--- src/rtl/prog_store_pkg.sv ---
// Shared types for the instruction store: word/address types, instruction fields,
// the NOP encoding used for padding, and the loader state encoding.
package prog_store_pkg;

    typedef logic [3:0] addr_t;
    typedef logic [7:0] data_t;

    typedef struct packed {
        logic [3:0] opcode;
        logic [3:0] imm;
    } insn_t;

    localparam data_t NOP_INSN = 8'h80;

    typedef enum logic [2:0] {
        HOLD,
        RUN,
        LOAD,
        FILL,
        ERR
    } loader_state_t;

endpackage

--- src/rtl/prog_store_ram.sv ---
// DEPTH x DATA_W register array: async clear to NOP, one synchronous write port,
// one combinational read port.
module prog_store_ram
    import prog_store_pkg::*;
#(
    parameter int DEPTH  = 16,
    parameter int ADDR_W = 4,
    parameter int DATA_W = 8
) (
    input  logic              clock,
    input  logic              reset,
    input  logic              we,
    input  logic [ADDR_W-1:0] waddr,
    input  logic [DATA_W-1:0] wdata,
    input  logic [ADDR_W-1:0] raddr,
    output logic [DATA_W-1:0] rdata
);

    logic [DATA_W-1:0] mem [DEPTH];

    always_ff @(posedge clock or negedge reset) begin
        if (!reset) begin
            for (int i = 0; i < DEPTH; i++) begin
                mem[i] <= DATA_W'(NOP_INSN);
            end
        end else if (we) begin
            mem[waddr] <= wdata;
        end
    end

    assign rdata = mem[raddr];

endmodule

--- src/rtl/prog_store.sv ---
// Instruction store with host loader: serves fetches combinationally, holds the core
// in reset while loading, pads with NOP and releases the core after HOLD_CYCLES.
module prog_store
    import prog_store_pkg::*;
#(
    parameter int DEPTH       = 16,
    parameter int ADDR_W      = 4,
    parameter int DATA_W      = 8,
    parameter int HOLD_CYCLES = 2,
    parameter int TIMEOUT     = 255
) (
    input  logic              clock,
    input  logic              reset,
    input  logic [ADDR_W-1:0] fetch_addr,
    output logic [DATA_W-1:0] fetch_data,
    output logic              cpu_rst_n,
    input  logic              ld_start,
    input  logic              ld_valid,
    output logic              ld_ready,
    input  logic [DATA_W-1:0] ld_data,
    input  logic              ld_last,
    output logic              busy,
    output logic              err,
    output logic [ADDR_W:0]   loaded_len
);

    localparam int HC_W = $clog2(HOLD_CYCLES + 1);
    localparam int IC_W = (TIMEOUT > 1) ? $clog2(TIMEOUT + 1) : 1;
    localparam logic [HC_W-1:0]   HOLD_LAST = HC_W'(HOLD_CYCLES - 1);
    localparam logic [IC_W-1:0]   IDLE_LAST = IC_W'((TIMEOUT > 0) ? TIMEOUT - 1 : 0);
    localparam logic [ADDR_W:0]   LAST_PTR  = (ADDR_W+1)'(DEPTH - 1);
    localparam logic [ADDR_W:0]   DEPTH_PTR = (ADDR_W+1)'(DEPTH);

    loader_state_t     state, state_nxt;
    logic [HC_W-1:0]   hold_cnt, hold_cnt_nxt;
    logic [ADDR_W:0]   wr_ptr, wr_ptr_nxt;
    logic [IC_W-1:0]   idle_cnt, idle_cnt_nxt;
    logic              err_nxt;
    logic [ADDR_W:0]   loaded_len_nxt;
    logic              ram_we;
    logic [DATA_W-1:0] ram_wdata;
    logic [DATA_W-1:0] rd_data;
    logic              xfer;

    assign ld_ready   = (state == LOAD);
    assign busy       = (state != RUN);
    assign xfer       = ld_valid && ld_ready;
    assign fetch_data = (state == RUN || state == HOLD) ? rd_data : DATA_W'(NOP_INSN);

    always_ff @(posedge clock or negedge reset) begin
        if (!reset) begin
            state      <= HOLD;
            hold_cnt   <= '0;
            wr_ptr     <= '0;
            idle_cnt   <= '0;
            err        <= 1'b0;
            loaded_len <= '0;
            cpu_rst_n  <= 1'b0;
        end else begin
            state      <= state_nxt;
            hold_cnt   <= hold_cnt_nxt;
            wr_ptr     <= wr_ptr_nxt;
            idle_cnt   <= idle_cnt_nxt;
            err        <= err_nxt;
            loaded_len <= loaded_len_nxt;
            cpu_rst_n  <= (state_nxt == RUN);
        end
    end

    // ld_start wins over everything, so a same-cycle transfer is dropped
    always_comb begin
        state_nxt      = state;
        hold_cnt_nxt   = '0;
        wr_ptr_nxt     = wr_ptr;
        idle_cnt_nxt   = idle_cnt;
        err_nxt        = err;
        loaded_len_nxt = loaded_len;
        ram_we         = 1'b0;
        ram_wdata      = ld_data;
        if (ld_start) begin
            state_nxt    = LOAD;
            wr_ptr_nxt   = '0;
            idle_cnt_nxt = '0;
            err_nxt      = 1'b0;
        end else begin
            case (state)
                HOLD: begin
                    if (hold_cnt == HOLD_LAST) begin
                        state_nxt = RUN;
                    end else begin
                        hold_cnt_nxt = hold_cnt + 1'b1;
                    end
                end
                LOAD: begin
                    if (xfer) begin
                        ram_we       = 1'b1;
                        wr_ptr_nxt   = wr_ptr + 1'b1;
                        idle_cnt_nxt = '0;
                        if (ld_last || wr_ptr == LAST_PTR) begin
                            loaded_len_nxt = wr_ptr + 1'b1;
                            state_nxt      = (wr_ptr + 1'b1 < DEPTH_PTR) ? FILL : HOLD;
                        end
                    end else if (TIMEOUT != 0 && idle_cnt == IDLE_LAST) begin
                        state_nxt = ERR;
                        err_nxt   = 1'b1;
                    end else begin
                        idle_cnt_nxt = idle_cnt + 1'b1;
                    end
                end
                FILL: begin
                    ram_we     = 1'b1;
                    ram_wdata  = DATA_W'(NOP_INSN);
                    wr_ptr_nxt = wr_ptr + 1'b1;
                    if (wr_ptr == LAST_PTR) begin
                        state_nxt = HOLD;
                    end
                end
                RUN, ERR: begin
                end
                default: state_nxt = HOLD;
            endcase
        end
    end

    prog_store_ram #(
        .DEPTH  (DEPTH),
        .ADDR_W (ADDR_W),
        .DATA_W (DATA_W)
    ) u_ram (
        .clock (clock),
        .reset (reset),
        .we    (ram_we),
        .waddr (wr_ptr[ADDR_W-1:0]),
        .wdata (ram_wdata),
        .raddr (fetch_addr),
        .rdata (rd_data)
    );

endmodule

--- config.mk ---
export PLATFORM = sky130hd
export DESIGN_NAME = prog_store
export DESIGN_NICKNAME = d
export VERILOG_FILES = /design/src/rtl/prog_store_pkg.sv /design/src/rtl/prog_store_ram.sv /design/src/rtl/prog_store.sv
export SDC_FILE = /design/constraint.sdc
export NUM_CORES = 1
export LEC_CHECK = 0
export BUFFER_PORTS_ARGS = -buffer_cell sky130_fd_sc_hd__buf_4
export CAP_MARGIN = 20
export CORE_MARGIN = 2
export CORE_UTILIZATION = 42
export DETAILED_ROUTE_END_ITERATION = 10
export GPL_TIMING_DRIVEN = 0
export PLACE_DENSITY_LB_ADDON = 0.08
export REMOVE_ABC_BUFFERS = 1
export SKIP_CTS_REPAIR_TIMING = 1
export SYNTH_ARGS = -nofsm -noshare
export SYNTH_HDL_FRONTEND = slang
export SYNTH_HIERARCHICAL = 1
export SYNTH_SLANG_ARGS = --single-unit
--- constraint.sdc ---
create_clock -name clock -period 5.9 [get_ports clock]
set_input_delay 1.18 -clock clock [delete_from_list [all_inputs] [get_ports clock]]
set_output_delay 1.18 -clock clock [all_outputs]
set_load 0.02 [all_outputs]
==> metrics.md <==
| Metric | Value |
|---|---|
| Reg2Reg Launch Point | `state[2]$_DFF_PN0_` |
| Post-synthesis sequential area ratio | `52.6%` |
| Slew HR | `about 40%` |
| Drt via density | `roughly 5.5` |
| Die area | `18500 um2` |
| First drt pass iteration count | `4` |
| Unique masters post-synth | `49` |
| CTS Buf Count | `17` |
| Peak VDD IR | `0.190 mV` |
| Syn_area_per_cell | `14.2 um2` |
| Most used DFF post-synth | `dfrtp_1` |
| Post-synthesis cell count | `516` |
| Clock share of power | `39.2%` |
| Number of synthesized flops with an enable pin | `0` |
| Initial antenna violation count | `0` |
| Sw frac | `~26%` |
| Pleak | `3.77 nW` |
| Sequential Power Share | `45.7%` |
| Max Root-Sink Buffers | `2` |
| Syn Std Cell Area | `7310 um2` |
| Arrival time worst endpoint | `3.41 ns` |
| Hold_sp | `hold_cnt[0]$_DFF_PN0_` |
| Root buffer cell | `clkbuf_16` |
| Ys Warns | `6` |
| Vias post-DR | `4338` |
| Die Width | `136 um` |
| Logic pwr share | `15.0%` |
| Clock tree from TritonCTS | `built` |
| Worst-Margin Slew | `0.887 ns` |
| Wire per inst | `~21 um` |
| Ratio of final minimum period to clock period | `77.7%` |
| # rows | `48` |
| Routed Antenna Nets | `0` |
| Final Max Tran Viols | `0` |
| Initial core utilization | `between 40% and 50%` |
| RSZ-0062 raised after global routing | `false` |
| Num ports | `34` |
| Tmin final | `roughly 4.6 ns` |
| Worst Skew | `0.00704 ns` |
| R2r setup slk | `2.91 ns` |
| Worst setup EP type | `output port` |
| Most frequent cells in the layout | `137 x dfrtp_1, 130 x mux2_2, 32 x buf_4, 32 x mux4_2, 19 x nand2_1` |
| Largest net degree at the start of global routing | `92` |
| Clock transition at path regs | `0.06 ns` |
| Share of layout cells above drive strength 1 | `48.0%` |
| Max Cap Viol | `0` |
| Commonest non-fill, non-tap cell in the layout | `dfrtp_1` |
| Vias in the first global route | `between 4000 and 5000` |
| Async S/R FF share, synth | `between 90% and 100%` |
| Post-placement cell count | `roughly 750` |
| Int Power | `2.06 mW` |
| Critical path class | `in -> out` |
| Psw | `0.706 mW` |
| Layout Nets | `568` |
| Dpl hpwl | `11100 um` |
| Critical Path Fanout Max | `32` |
| Total wire length | `16700 um` |
| Fmax achieved | `roughly 220 MHz` |
| PortBufs | `33` |
| First-pass GRT wire length | `~26000 um` |
| Total track usage | `19.4%` |
| Clock sink count | `roughly 150` |
| FF+latch count, synth | `153` |
| H-tree depth | `4` |
| Placer Congestion | `0.769` |
| Final Hold Vio Count | `0` |
| HP Class | `reg -> reg` |
| Total grt overflow | `0` |
| Non-Filler Instances | `785` |
| Outcome | `finished clean` |
| Endpoints failing setup | `0` |
| P&R area growth vs syn | `14.7%` |
| Startpoint Class | `primary input` |
| Clock Latency Late Sink | `around 0.42 ns` |
| Setup TNS | `0 ns` |
| Core area | `17200 um2` |
| Drt drc | `0` |
| Pwr/cell area | `roughly 330 nW/um2` |
| Initial drt markers | `216` |
| Antenna Cells | `0` |
| Worst Path Required | `4.72 ns` |
| Die height | `136 um` |
| Worst Setup SP | `fetch_addr[0]` |
cell usage after synthesis (2+ instances only):
cell type,instances,area share [%]
a211oi_1,2,0.21
a21oi_1,10,0.68
a22oi_1,16,1.6
a31oi_1,4,0.34
and2_1,10,0.86
buf_1,2,0.10
buf_2,6,0.41
buf_6,5,0.77
clkbuf_1,14,0.72
dfrtp_1,137,47
dfstp_2,16,5.7
ha_1,4,0.68
inv_1,8,0.41
mux2_2,130,20
mux2i_1,2,0.27
mux4_2,32,9.9
nand2_1,19,0.98
nand2b_4,2,0.38
nand3_1,6,0.41
nand3b_1,3,0.31
nor2_1,15,0.77
nor2_2,6,0.51
nor2b_1,10,0.86
nor3_1,6,0.41
nor3_2,7,0.96
nor4b_1,2,0.24
o21ai_0,7,0.48
o31ai_1,3,0.31
or3_1,6,0.51
or4_1,4,0.41
xnor2_1,4,0.48
metal layers:
layer,up-vias,share of wire (%),track usage (%)
met5,-,0,0
met4,0,2.1,7.35
met3,18,4.8,3.84
met2,95,46,29.0
met1,2251,47,27.9
li1,1974,-,-
power by group through the flow:
stage | sequential [mW] | clock (mW) | combinational (mW)
5_1_grt | 1.28 | 1.16 | 0.453
3_3_place_gp | 1.28 | 0 | 0.398
6_report | 1.26 | 1.09 | 0.416
3_5_place_dp | 1.28 | 0 | 0.419
4_1_cts | 1.26 | 1.11 | 0.420
2_1_floorplan | 1.27 | 0 | 0.255
path summary, 6_finish.rpt:
| check | endpoint | cells past startpoint |
|---|---|---|
| setup / recovery | fetch_data[7] | 6 |
| min in group asynchronous | u_ram/mem[121]$_DFFE_PN0P_ | 1 |
| max in group asynchronous | u_ram/mem[55]$_DFFE_PN1P_ | 2 |
| hold reg to reg | hold_cnt[0]$_DFF_PN0_ | 1 |
| setup reg to reg | u_ram/mem[44]$_DFFE_PN0P_ | 5 |
| hold / removal | hold_cnt[0]$_DFF_PN0_ | 1 |
logic make-up after synthesis:
| family | after synthesis | share of synthesized area (%) |
|---|---|---|
| mux | 164 | 30.2 |
| flops | 153 | 52.6 |
| simple gates | 106 | 8.81 |
| compound gates | 46 | 4.31 |
| buf+inv | 38 | 2.81 |
| xor+xnor | 5 | 0.599 |
| fa+ha+maj | 4 | 0.684 |
metrics by stage:
step | power (mW) | area [um2] | hold slack [ns] | util, % | worst slack [ns]
after global routing | 2.89 | 8390 | 0.477 | 48.8 | 1.20
after global placement | 1.67 | 7680 | 0.421 | 44.7 | 1.25
after CTS | 2.80 | 8370 | 0.447 | 48.8 | 1.26
after detailed placement | 1.70 | 7780 | 0.428 | 45.3 | 1.26
after floorplan | 1.53 | 7150 | 0.408 | - | 2.44
final | 2.77 | 8390 | 0.450 | 48.8 | 1.31
cell type report:
type | instances | area [um2]
clock buffers | 22 | 474
clock inverters | 10 | 119
fillers | 1548 | 8790
inverters | 9 | 46.3
multi-input cells | 325 | 3260
flip-flops and latches | 153 | 3850
well taps | 225 | 282
repair buffers | 41 | 358
flip-flops by register name, indices dropped and copies added (netlist names):
| name | cells |
|---|---|
| cpu_rst_n | 1 |
| err | 1 |
| hold_cnt | 2 |
| idle_cnt | 8 |
| loaded_len | 5 |
| state | 3 |
| u_ram/mem | 128 |
| wr_ptr | 5 |
worst max-delay path, cell delays in order:
cell     delay [ns]
buf_4          0.55
mux4_2         0.63
a22oi_1        0.37
nand2_1        0.15
or3_1          0.34
buf_4          0.17
(Power assumes the default switching activity.)
